<file path="config.mk">
export PLATFORM = sky130hd
export DESIGN_NAME = mux8_rr_sched_flat
export DESIGN_NICKNAME = d
export VERILOG_FILES = /design/src/rtl/mux8_rr_sched_if.sv /design/src/rtl/mux8_rr_sched.sv /design/src/flat_wrapper.sv
export SDC_FILE = /design/constraint.sdc
export NUM_CORES = 1
export LEC_CHECK = 0
export CAP_MARGIN = 20
export CORE_AREA = 2 2 80 82
export CTS_CLUSTER_DIAMETER = 80
export CTS_CLUSTER_SIZE = 10
export DETAILED_ROUTE_END_ITERATION = 10
export DIE_AREA = 0 0 82 84
export GPL_ROUTABILITY_DRIVEN = 0
export GPL_TIMING_DRIVEN = 1
export SETUP_SLACK_MARGIN = 0.15
export SYNTH_ARGS = -nofsm -noshare
export SYNTH_HDL_FRONTEND = slang
export SYNTH_SLANG_ARGS = --single-unit
</file>
<file path="constraint.sdc">
create_clock -name clk -period 6.97 [get_ports clk]
set_clock_uncertainty 0.2 [all_clocks]
set_input_delay 0.697 -clock clk [delete_from_list [all_inputs] [get_ports clk]]
set_output_delay 0.697 -clock clk [all_outputs]
set_load 0.005 [all_outputs]
</file>
<file path="src/rtl/mux8_rr_sched_if.sv">
// mux8_rr_sched_if: request/select/grant bundle between requesters and the round-robin scheduler
interface mux8_rr_sched_if;
    logic [7:0] req;
    logic [2:0] s;
    logic [7:0] grant;
    logic       valid;
    modport master (output req, input s, input grant, input valid);
    modport slave  (input req, output s, output grant, output valid);
endinterface

</file>
<file path="src/rtl/mux8_rr_sched.sv">
// mux8_rr_sched: round-robin scheduler sharing one 8:1 mux, holding each grant for up to HOLD_CYCLES
module mux8_rr_sched #(
    parameter int HOLD_CYCLES = 4
) (
    input logic            clk,
    input logic            rst,
    mux8_rr_sched_if.slave bus
);
    localparam logic [0:0] IDLE  = 1'b0;
    localparam logic [0:0] GRANT = 1'b1;

    logic [0:0] st;
    logic [2:0] ptr;
    logic [2:0] k;
    logic [3:0] cnt;
    logic [7:0] r;
    logic       done;

    // First set bit scanning p, p+1, ... with 3-bit wrap; downward loop leaves the nearest hit.
    function automatic logic [2:0] arb(input logic [7:0] rq, input logic [2:0] p);
        logic [2:0] idx;
        arb = p;
        for (int i = 7; i >= 0; i--) begin
            idx = p + 3'(i);
            if (rq[idx]) arb = idx;
        end
    endfunction

    always_comb begin
        r    = (st == IDLE) ? bus.req : bus.req & ~({7'b0, ~bus.req[bus.s]} << bus.s);
        k    = arb(r, (st == IDLE) ? ptr : bus.s + 3'd1);
        done = (st == GRANT) && (cnt == 4'd0 || !bus.req[bus.s]);
    end

    always_ff @(posedge clk) begin
        if (rst) begin
            st        <= IDLE;
            bus.s     <= 3'd0;
            bus.grant <= 8'h00;
            bus.valid <= 1'b0;
            ptr       <= 3'd0;
            cnt       <= 4'd0;
        end else if ((st == IDLE) ? |r : done) begin
            if (st == GRANT) ptr <= bus.s + 3'd1;
            if (|r) begin
                st        <= GRANT;
                bus.s     <= k;
                bus.grant <= 8'b1 << k;
                bus.valid <= 1'b1;
                cnt       <= 4'(HOLD_CYCLES - 1);
            end else begin
                st        <= IDLE;
                bus.grant <= 8'h00;
                bus.valid <= 1'b0;
            end
        end else if (st == GRANT) begin
            cnt <= cnt - 4'd1;
        end
    end
endmodule
</file>
<file path="src/flat_wrapper.sv">
// flat-port wrapper written by rule: the top's interface ports become plain ports
module mux8_rr_sched_flat 
#(
    parameter int HOLD_CYCLES = 4
)
  (clk, rst, bus_req, bus_s, bus_grant, bus_valid);
  mux8_rr_sched_if bus_i ();
  input logic clk;
  input logic rst;
  input wire logic [$bits(bus_i.req)-1:0] bus_req;
  output wire logic [$bits(bus_i.s)-1:0] bus_s;
  output wire logic [$bits(bus_i.grant)-1:0] bus_grant;
  output wire logic [$bits(bus_i.valid)-1:0] bus_valid;
  assign bus_i.req = bus_req;
  assign bus_s = bus_i.s;
  assign bus_grant = bus_i.grant;
  assign bus_valid = bus_i.valid;
  mux8_rr_sched #(.HOLD_CYCLES(HOLD_CYCLES)) u_core (.clk(clk), .rst(rst), .bus(bus_i));
endmodule
</file>
Word level (Yosys, flattened, before mapping)
Cells that the tools add are included.
{"block": "word_totals", "register_bits": 19, "input_bits": 10, "output_inout_bits": 12}
{"block": "classes", "addsub": 9, "order_cmp": 9, "eq_ne": 1, "n_shift": 2, "mux": 34, "bitwise_logic": 3, "n_reduce_logical": 8}
{"cell": "3-bit by 4-bit < comparator with 1-bit output (second input constant)", "n": 9}
{"cell": "1-bit binary-select mux with 3-bit select", "n": 9}
{"cell": "3-bit two-way mux", "n": 9}
{"cell": "8-bit two-way mux", "n": 2}
{"cell": "3-bit adder (second input constant)", "n": 4}
{"cell": "4-bit two-way mux", "n": 3}
{"cell": "1-bit two-way mux", "n": 11}
{"cell": "8-bit bitwise AND", "n": 1}
{"cell": "8-bit NOT", "n": 1}
{"cell": "8-bit OR reduction", "n": 1}
{"cell": "1-bit by 3-bit left shift with 8-bit output", "n": 1}
{"cell": "1-bit by 3-bit left shift with 8-bit output (first input constant)", "n": 1}
{"cell": "3-bit by 1-bit adder with 3-bit output (second input constant)", "n": 2}
{"cell": "3-bit by 2-bit adder with 3-bit output (second input constant)", "n": 2}
{"cell": "4-bit zero test", "n": 1}
{"cell": "2-bit AND reduction", "n": 2}
{"cell": "4-bit by 1-bit subtractor with 4-bit output (second input constant)", "n": 1}
{"cell": "2-bit by 1-bit inequality test with 1-bit output (second input constant)", "n": 1}
{"cell": "2-bit nonzero test", "n": 1}
{"cell": "1-bit logical AND", "n": 1}
{"cell": "1-bit zero test", "n": 1}
{"cell": "1-bit logical OR", "n": 1}
{"cell": "1-bit NOT", "n": 1}

Logic depth before layout (Yosys ltp)
Gate-level depths: netlist of the first run.
{"block": "depth", "depth_word": 19, "mapped_depth": 15, "depth_no_buf": 11}

Worst setup path after synthesis of the first run
No wires, ideal clock.
{"block": "synth_timing", "kind": "register -> register", "start": "register u_core.bus.s[0]", "end": "register u_core.bus.grant[4]", "setup_ns": 0.088, "t_arrival_ns": 3.407, "t_required_ns": 6.682, "path_slack_ns": 3.275, "path_stages_with_launch": 14, "cell_sequence": "dfxtp_1 ha_1 mux2i_1 clkbuf_1 ha_1 clkbuf_1 mux2_2 nor3_1 a22o_1 a211oi_1 or4b_1 o2111ai_1 o2111ai_1 o31ai_1"}
{"block": "synth_via", "elab_chain_cells": 19, "elab_cells_between_ends": 47, "classes_between": "add/sub: 8; shift: 2; mux: 30; bitwise: 3; reduce/logical: 4"}
{"item": "start: declaration", "line_no": "mux8_rr_sched_if.sv:8", "rtl": "modport slave (input req, output s, output grant, output valid);"}
{"item": "start signal: assignment", "line_no": "mux8_rr_sched.sv:47", "rtl": "bus.s <= k;"}
{"item": "branches (longest 19 deep; another with 3-bit by 1-bit adder with 3-bit output)"}
{"item": "end signal: assignment", "line_no": "mux8_rr_sched.sv:48", "rtl": "bus.grant <= 8'b1 << k;"}
{"item": "end: declaration", "line_no": "mux8_rr_sched_if.sv:8"}
Parallel ways; which one is timed is not known. The select of a mux whose other input is x is not followed.
A chain may end at the register's enable or synchronous reset.

==> impl_metrics.yaml, run 1 <==
pwr:
  p_leak_nw: 0.804
  swShare_pct: 49.1
  netSwitchingPower_w: 0.000457
  p_comb_share_pct: 73.0
  vdd_drop_max_mv: 0.196
  pwr-share-seq_pct: 18.2
  p_int_w: 0.000474
  clockPowerShare_pct: 8.8
  cellPowerDensity_mw_per_mm2: 428
clock_network:
  clockRootBuffer: "clkbuf_8"
  clock_path_buffers: 2
  clk_pin_slew_ns: 0.08
  post_cts.repair.setup_buffers: 0
  cts_hold_buffers: 0
  cts.htree.levels: 1
  cts.sinks: 19
  post_cts_resized: 0
  tritoncts: "yes"
  clkLatencyLatePin_ns: 0.26
  cts_buffers: 3
global_routing:
  grt_use_total_pct: 15.6
  grt_max_degree: 19
  grt-ovfl-total: 0
  grt_pass1_vias: 1770
  antenna_found_initial: 0
  grt_first_pass_wirelength_um: 8600
logic_synthesis:
  synth.avg_cell_area_um2: 7.85
  ys_types: 60
  synthFlopType: "dfxtp_1"
  synthCells: 238
  synth_edf_count: 0
  netlist_area_mm2: 0.00187
  yosysTopAreaCell: "dfxtp_1"
  synth_seq_cells: 19
  ys_top_cells_by_area: "dfxtp_1 (20%), mux2_2 (5.4%), mux2i_1 (5.4%)"
  synth_top_area_share_pct: 20.4
  synth_seq_area_share_pct: 20.4
  async_flop_share_pct: 0
  yosys_warnings: 0
  synthTopCellsByCount: "nand2_1 (21), nor2_1 (21), dfxtp_1 (19)"
  syn-num-nets: 253
timing:
  min_period_ns: 4.65
  hold_viol: 0
  drv_slew: 0
  rsz0062_at_grt: "false"
  relSlewSlack_pct: 30.5
  fin_tns_setup_ns: 0
  worst_pin_slew_ns: 1.04
  fmax_ghz: 0.215
  period_share_pct: 66.7
  finalSetupViolations: 0
setup_path:
  crit_start: "u_core.bus.valid"
  crit_fanout: 18
  cp.arrival_ns: 4.63
  timing.rr.start: "u_core.bus.valid"
  crit_type: "reg -> reg"
  crit_required_ns: 6.95
  rrSetupSlack_ns: 2.32
  endpoint_kind: "register"
  critPathLaunchType: "register"
  crit_path_end: "u_core.bus.grant[7]"
  r2r_cells: 11
  r2r-end: "u_core.bus.grant[7]"
layout:
  final_cells: 330
  drive_gt1_share_pct: 10.7
  final.fill_count: 651
  fin_nets: 269
  syn_to_final_growth_pct: 16.5
  antennaDiodeCount: 0
  stdcell_area_mm2: 0.00218
route:
  drcViolationCount: 0
  wirelength_um: 5320
  met3_length_um: 340
  vias: 1941
  met2_length_um: 2410
  met1Wirelength_um: 2500
  drt_iter0_drc: 216
  dr.pass1.iters: 4
  top_layer_used: "met4"
  ant_nets: 0
  wl_per_cell_um: 16.1
  viasPerCell: 5.88
run:
  maxCapViolations: 0
die:
  dieArea_mm2: 0.00689
  initial_core_util_pct: 30.6
  core_mm2: 0.00610
  die_y_um: 84
  ios: 22
  row_count: 29
  die_w_um: 82
min_path:
  hp-class: "reg -> reg"
status:
  status: "finished clean"
placement:
  placed_area_mm2: 0.00213
  placed_cells: 326
  dp_hpwl_um: 4030
  portBuffers: 21
==> cell usage in the layout (no fill, tap or decap), types with 2 or more instances in the layout <==
master,synthesis,routed
inv_1,9,9
and3_1,3,3
o2111ai_1,4,4
or4_1,2,2
a211oi_2,2,2
mux2_2,9,9
a211o_1,3,3
and2_1,4,4
a21boi_0,2,2
clkbuf_8,0,3
o31ai_1,9,9
a21o_1,2,2
mux2i_1,10,10
ha_1,5,5
a31oi_1,5,5
xnor2_1,2,2
nor2_1,21,21
o21ai_0,10,10
a211oi_1,9,9
nand2_1,21,21
nor4_1,3,3
dfxtp_1,19,19
or2_1,2,2
nand2_2,2,2
a21oi_1,14,14
nor3_1,4,4
o21a_1,2,2
clkdlybuf4s50_1,0,21
mux4_2,3,3
nand3_1,16,16
o211ai_1,2,2
==> registers in the layout, indices dropped and copies added (netlist names) <==
register	count
u_core.bus.grant	8
u_core.bus.s	3
u_core.bus.valid	1
u_core.cnt	4
u_core.ptr	3
==> worst min-delay path by stage <==
stage	startpoint	end	cells past startpoint
floorplan	u_core.ptr[1]	u_core.ptr[1]	2
global placement	u_core.ptr[1]	u_core.ptr[1]	2
detailed placement	u_core.bus.grant[5]	u_core.bus.grant[5]	2
CTS	u_core.ptr[1]	u_core.ptr[1]	2
global route	u_core.bus.grant[1]	u_core.bus.grant[1]	2
finish	u_core.bus.grant[1]	u_core.bus.grant[1]	2
==> through the flow <==
stage	power [W]	setup WS [ns]	hold slack [ns]	util, %
after global routing	0.00101	1.95	0.274	35.7
after detailed placement	0.000845	2.39	0.247	34.9
final	0.000930	2.32	0.257	35.7
after global placement	0.000845	2.36	0.245	34.9
after floorplan	0.000681	3.28	0.236	-
after CTS	0.000930	2.36	0.259	35.7
==> area by class of cell <==
class	instances	area [um2]	area share, %
Timing Repair Buffer	22	218	10.0
Multi-Input combinational cell	199	1400	64.3
Clock buffer	3	41.3	1.90
Sequential cell	19	380	17.5
Clock inverter	1	7.51	0.345
Inverter	9	33.8	1.55
Tap cell	77	96.3	4.43
==> metal layers <==
| layer | GRT usage, % | vias to the layer above |
|---|---|---|
| met2 | 24.2 | 82 |
| met3 | 3.35 | 7 |
| met1 | 21.6 | 906 |
| li1 | - | 946 |
| met5 | 0 | - |
| met4 | 3.94 | 0 |
==> power by group through the flow <==
stage | registers [W] | logic (W) | clock network [W]
final | 0.000169 | 0.000679 | 0.0000821
after global routing | 0.000175 | 0.000748 | 0.0000881
after CTS | 0.000170 | 0.000677 | 0.0000836
after detailed placement | 0.000172 | 0.000673 | 0
after global placement | 0.000173 | 0.000673 | 0
after floorplan | 0.000168 | 0.000512 | 0
==> worst max-delay path, cell delays in order (launching register included) <==
cell       delay, ns
dfxtp_1         0.69
or2_0           0.49
nand2_2         0.23
ha_1            0.72
mux2_2          0.40
nor3_1          0.36
a22o_1          0.23
a211oi_1        0.06
or4b_1          0.48
o2111ai_1       0.20
o2111ai_1       0.25
o31ai_1         0.25
==> kinds of logic after synthesis <==
group / count (synthesis) / synth area share [%]
AND/OR/NAND/NOR: 86 / 22.5
flip-flops: 19 / 20.4
buffers and inverters: 20 / 4.75
multiplexers: 25 / 16.5
adder cells (fa/ha/maj): 5 / 3.35
XOR/XNOR: 3 / 1.41
AO/OA/AOI/OAI: 80 / 31.1
Note: power is estimated with default switching activity, not from simulation.
==> run 2, diff against run 1 <==
clock period = 3.82 ns   (was 6.97 ns; I/O delays follow)
==> run 2 against run 1 <==
Sequential share of layout area down 0.98 points. Critical path type unchanged. Clock power rose by 79%. Die area unchanged. Global-route usage increased by 0.98 points. Utilization is 2.2 points higher. Largest power group unchanged. Clock-buffer cell count did not move.
==> impl_metrics.yaml, run 2 (same netlist as run 1, synthesis figures left out) <==
timing:
  period_share_pct: 90.1
  finalSetupViolations: 0
  fin_tns_setup_ns: 0
  relSlewSlack_pct: 61.0
  worst_pin_slew_ns: 0.584
  fmax_ghz: 0.291
  rsz0062_at_grt: "false"
  hold_viol: 0
  final.setup.worst_slack_ns: 0.379
  drv_slew: 0
  min_period_ns: 3.44
clock_network:
  cts_buffers: 3
  tritoncts: "yes"
  cts.sinks: 19
  clock_path_buffers: 2
  clockRootBuffer: "clkbuf_8"
  post_cts.repair.setup_buffers: 0
  clkLatencyLatePin_ns: 0.26
  clk_pin_slew_ns: 0.08
  cts.htree.levels: 1
pwr:
  p_leak_nw: 0.875
  vdd_drop_max_mv: 0.337
  cellPowerDensity_mw_per_mm2: 794
layout:
  largest_reg_flops: 8
  stdcell_area_mm2: 0.00231
  syn_to_final_growth_pct: 23.8
  regMostFlops: "u_core.bus.grant"
  fin_nets: 282
  layout_common_cells: "nor2_1 (21), nand2_1 (21), clkdlybuf4s50_1 (21)"
  drive_gt1_share_pct: 18.0
  reg.largest.list: "u_core.bus.grant: 8 flops, u_core.cnt: 4 flops"
  antennaDiodeCount: 0
setup_path:
  cp_cell_sequence: "ha_1 > mux2i_1 > ha_1 > buf_4 > mux2i_1 > o21ai_0 > and2_1 > a31oi_1 > or4b_1 > o2111ai_2 > o2111ai_2 > o31ai_1"
  crit_path_top_delay_cell: "or4b_1"
  cp.arrival_ns: 3.41
  cp.buffers_inverters: 1
  critPathLaunchType: "register"
  crit_type: "reg -> reg"
  timing.rr.start: "u_core.bus.s[0]"
  crit_required_ns: 3.79
  crit_fanout: 6
  endpoint_kind: "register"
  max_stage_delay_ns: 0.55
  path_delay_family: "compound AO/OA/AOI/OAI gates"
  crit_start: "u_core.bus.s[0]"
route:
  wl_per_cell_um: 16.4
  ant_nets: 0
  vias: 1981
  drt_iter0_drc: 194
  drcViolationCount: 0
  viasPerCell: 5.78
  dr.pass1.iters: 4
  wirelength_um: 5620
global_routing:
  grt_max_degree: 14
  grt_first_pass_wirelength_um: 9060
  antenna_found_initial: 0
  grt_use_total_pct: 16.5
  grt_pass1_vias: 1926
  grt-ovfl-total: 0
die:
  ios: 22
  row_count: 29
  die_y_um: 84
  die_w_um: 82
  initial_core_util_pct: 30.6
  dieArea_mm2: 0.00689
  core_mm2: 0.00610
min_path:
  holdCritStartpoint: "u_core.bus.grant[0]"
  hp-class: "reg -> reg"
placement:
  portBuffers: 21
  dp_hpwl_um: 4270
  place_ws_ns: 0.304
  placed_area_mm2: 0.00222
run:
  maxCapViolations: 0
status:
  status: "finished clean"
==> run 2: changes by cell type in the layout (fill, tap and decap cells not counted), sizes merged <==
cell  change
buf      +13
==> run 2: repair_timing <==
item                                   4_1_cts  5_1_grt
hold buffers                                 0        0
endpoints found under the hold margin        0        0
resized for setup                            0        8
setup endpoints to repair                    0       10
==> run 2: path summary, 6_finish.rpt <==
check / endpoint / slack [ns] / cells past startpoint
worst min-delay path: u_core.bus.grant[0] / 0.27 / 2
worst max register to register: u_core.bus.grant[5] / 0.38 / 12
worst min register to register: u_core.bus.grant[0] / 0.27 / 2
worst max-delay path: u_core.bus.grant[5] / 0.38 / 12
==> run 2: final cells by class <==
cell class,instances,area (um2)
Clock buffer,3,41.3
Clock inverter,1,7.51
Fill cell,658,3780
Inverter,9,33.8
Multi-Input combinational cell,199,1440
Sequential cell,19,382
Tap cell,77,96.3
Timing Repair Buffer,35,315
==> run 2: routing by layer <==
layer  wire length (um)  up-vias  part of all wire, %  global-route usage (%)
met3                226       20                  4.0                    1.84
met4                173        0                  3.1                    6.97
met2               2640       57                   47                    26.8
met5                  0        -                    0                       0
li1                   -      981                    -                       -
met1               2570      923                   46                    21.8
==> run 2: power by group <==
| group | internal (W) | switching [W] | leakage, nW | total, W |
|---|---|---|---|---|
| clock network | 0.0000736 | 0.0000729 | 0.0217 | 0.000147 |
| logic | 0.000618 | 0.000775 | 0.697 | 0.00139 |
| registers | 0.000257 | 0.0000404 | 0.156 | 0.000298 |
==> run 2: metrics by stage <==
stage                     power (W)  hold WS [ns]  cells  utilization [%]
after global routing        0.00198         0.283    343             37.9
after detailed placement    0.00163         0.245    339             36.5
after global placement      0.00163         0.243    339             36.5
after CTS                   0.00179         0.269    343             37.3
after floorplan             0.00124         0.236    238                -
final                       0.00184         0.266    343             37.9
==> run 2: worst register-to-register path, stage by stage, from the launching register on <==
cell and delay, ns:
dfxtp_1 0.32, ha_1 0.31, mux2i_1 0.20, ha_1 0.32
buf_4 0.19, mux2i_1 0.11, o21ai_0 0.18, and2_1 0.26
a31oi_1 0.11, or4b_1 0.55, o2111ai_2 0.15, o2111ai_2 0.19
o31ai_1 0.27
==> patch, RTL diff (config.mk and constraints of run 2) <==
Reset style: asynchronous (`rst`), changed in one clocked block.
--- a/src/rtl/mux8_rr_sched.sv
+++ b/src/rtl/mux8_rr_sched.sv
@@ -34,3 +34,3 @@
 
-    always_ff @(posedge clk) begin
+    always_ff @(posedge clk or posedge rst) begin
         if (rst) begin
Function: differs if rst is asserted again (counterexample within 4 cycles, from zero or initial values and one cycle with rst high); with rst held inactive, the same outputs for 10 cycles.
==> patch against run 2 <==
Critical path depth unchanged; sequential share of layout area increased by 2.6 points; synthesized area increased by 14%; via count increased by 0.10%; worst setup slack got worse by 0.071 ns; routed wire length increased by 0.71%; design area increased by 7.6%; sequential cell count unchanged; non-clock buffer count decreased by 3; critical endpoint is now u_core.bus.s[0].
Power is left out: the tool's default activity adds up to more than one toggle a clock period on the data nets, which glitch-free logic cannot reach.
==> patch: results (changes against run 2) <==
[metrics] number of design-rule violations left by the first detailed-router iteration: 155 (was 194)
[metrics] vias per std cell: 5.991 (was 5.776)
[metrics] H-tree depth: 1 (unchanged)
[metrics] Max Freq: 284.7 MHz (was 290.6 MHz)
[metrics] worst hold-check path type: reg -> reg (unchanged)
[metrics] number of global-route vias before repair: 1893 (was 1926)
[metrics] arithmetic-cell share of the synthesized area counting full adders, half adders and majority gates: 2.948% (was 3.349%)
[metrics] Compound-Gate Fraction of Synth Area: 22.52% (was 31.08%)
[metrics] Cells after Synth: 227 (was 238)
[metrics] syn_nets: 242 (was 253)
[metrics] Overall Global Routing Usage: 17.42% (was 16.53%)
[metrics] headroom to the max-slew limit: 47.76% (was 61.05%)
[metrics] cells taking the most area after synthesis: sky130_fd_sc_hd__dfrtp_1 22%, sky130_fd_sc_hd__mux2i_1 6.6%, sky130_fd_sc_hd__mux4_2 6.4% (was sky130_fd_sc_hd__dfxtp_1 20%, sky130_fd_sc_hd__mux2_2 5.4%, sky130_fd_sc_hd__mux2i_1 5.4%)
[metrics] number of buffers created by CTS: 3 (unchanged)
[metrics] worst setup path class: reg -> reg (unchanged)
[metrics] Worst R2R Path Depth: 12 (unchanged)
[metrics] wire length per cell: 17.09 um (was 16.38 um)
[metrics] antenna violations before repair: 0 (unchanged)
[metrics] pin count of the biggest net entering global routing: 20 (was 14)
[metrics] global-route wire length before repair: 9.591 mm (was 9.059 mm)
[metrics] endpoint of the lowest-slack register-to-register path: u_core.bus.s[0] (was u_core.bus.grant[5])
[metrics] clk slew on worst S/H paths: around 0.07 ns
[metrics] leading cell types by count after synthesis: 28 x sky130_fd_sc_hd__nand2_1, 19 x sky130_fd_sc_hd__dfrtp_1, 14 x sky130_fd_sc_hd__a21oi_1, 14 x sky130_fd_sc_hd__mux2i_1, 14 x sky130_fd_sc_hd__nand3_1 (was 21 x sky130_fd_sc_hd__nand2_1, 21 x sky130_fd_sc_hd__nor2_1, 19 x sky130_fd_sc_hd__dfxtp_1)
[metrics] final cell count without fillers: 331 (was 343)
[metrics] Post-synth EDFFs: 0 (unchanged)
[metrics] Crit path arrival time: 3.46 ns (was 3.41 ns)
[metrics] xor/xnor cell area share of the yosys netlist: 4.068% (was 1.407%)
[metrics] status: completed (unchanged)
[metrics] DP Worst Slack: 0.2711 ns (was 0.3041 ns)
[metrics] number of buffer cells added on primary ports: 21 (unchanged)
[metrics] final net count: 270 (was 282)
[metrics] clk root buf: sky130_fd_sc_hd__clkbuf_8 (unchanged)
[metrics] multiplexer area fraction after synthesis: 22.88% (was 16.54%)
[metrics] Cell variety after synth: 65 (was 60)
[metrics] HPWL Detailed: 4.332 mm (was 4.274 mm)
[metrics] startpoint of the worst register-to-register path: u_core.bus.s[0] (unchanged)
[metrics] ys async rst share: 100.0% (was 0%)
[metrics] layout cells sized above 1: 19.29% (was 18.05%)
[metrics] slack of the worst reg-to-reg path: 0.31 ns (was 0.38 ns)
[metrics] number of antenna cells inserted: 0 (unchanged)
[metrics] peak fanout along the critical path: 9 (was 6)
[metrics] Seq/Total Area, Yosys: 22.41% (was 20.36%)
-- patch: routing by layer --
metal / part of all wire (%) / vias to the layer above / routed length, um / track usage (%)
met5: 0 / - / 0 / 0
met4: 3.0 / 0 / 169 / 5.152
met3: 7.3 / 17 / 414 / 1.407
met2: 46 / 101 / 2600 / 26.90
met1: 44 / 929 / 2473 / 25.62
li1: - / 936 / - / -
-- patch: critical path, cell delays in order, from the launching register on --
cell,delay [ns]
sky130_fd_sc_hd__dfrtp_1,0.41
sky130_fd_sc_hd__ha_1,0.33
sky130_fd_sc_hd__mux2_4,0.28
sky130_fd_sc_hd__inv_2,0.14
sky130_fd_sc_hd__ha_2,0.37
sky130_fd_sc_hd__mux2i_1,0.15
sky130_fd_sc_hd__nand3_1,0.17
sky130_fd_sc_hd__a21oi_1,0.08
sky130_fd_sc_hd__nor4_2,0.40
sky130_fd_sc_hd__a31oi_1,0.20
sky130_fd_sc_hd__o2bb2ai_2,0.26
sky130_fd_sc_hd__xnor2_2,0.14
sky130_fd_sc_hd__mux2_2,0.28
-- patch: stage by stage --
stage	area (um^2)	hold WS (ns)
after detailed placement	2429	0.2674
after floorplan	2122	0.1331
final	2489	0.2796
after global routing	2489	0.3023
after global placement	2429	0.2646
after CTS	2475	0.2826
-- patch: cell families (layout without fill, tap and decap cells) --
group | count (synthesis) | count (layout)
compound gates | 67 | 67
fa+ha+maj | 5 | 5
simple gates | 78 | 78
mux | 32 | 32
xor+xnor | 6 | 6
buf+inv | 20 | 47
flops | 19 | 19
-- patch: area by class of cell --
class | instances | area, um^2
Inverter | 11 | 46.29
Tap cell | 77 | 96.34
Fill cell | 593 | 3607
Clock buffer | 3 | 41.29
Sequential cell | 19 | 475.5
Multi-Input combinational cell | 188 | 1531
Clock inverter | 1 | 5.005
Timing Repair Buffer | 32 | 292.8
-- patch: repair_timing --
| item | in CTS | in global routing |
|---|---|---|
| buffers inserted | 0 | 0 |
| endpoints found under the hold margin | 0 | 0 |
| endpoints found under the setup margin | 0 | 10 |
| gates resized for setup | 0 | 4 |
-- patch: how the worst min path moves through the flow --
stage                        start                  end
2_1_floorplan                  rst  u_core.bus.grant[0]
3_3_place_gp   u_core.bus.grant[7]  u_core.bus.grant[7]
3_5_place_dp   u_core.bus.grant[0]  u_core.bus.grant[0]
4_1_cts        u_core.bus.grant[0]  u_core.bus.grant[0]
5_1_grt        u_core.bus.grant[0]  u_core.bus.grant[0]
6_report       u_core.bus.grant[0]  u_core.bus.grant[0]
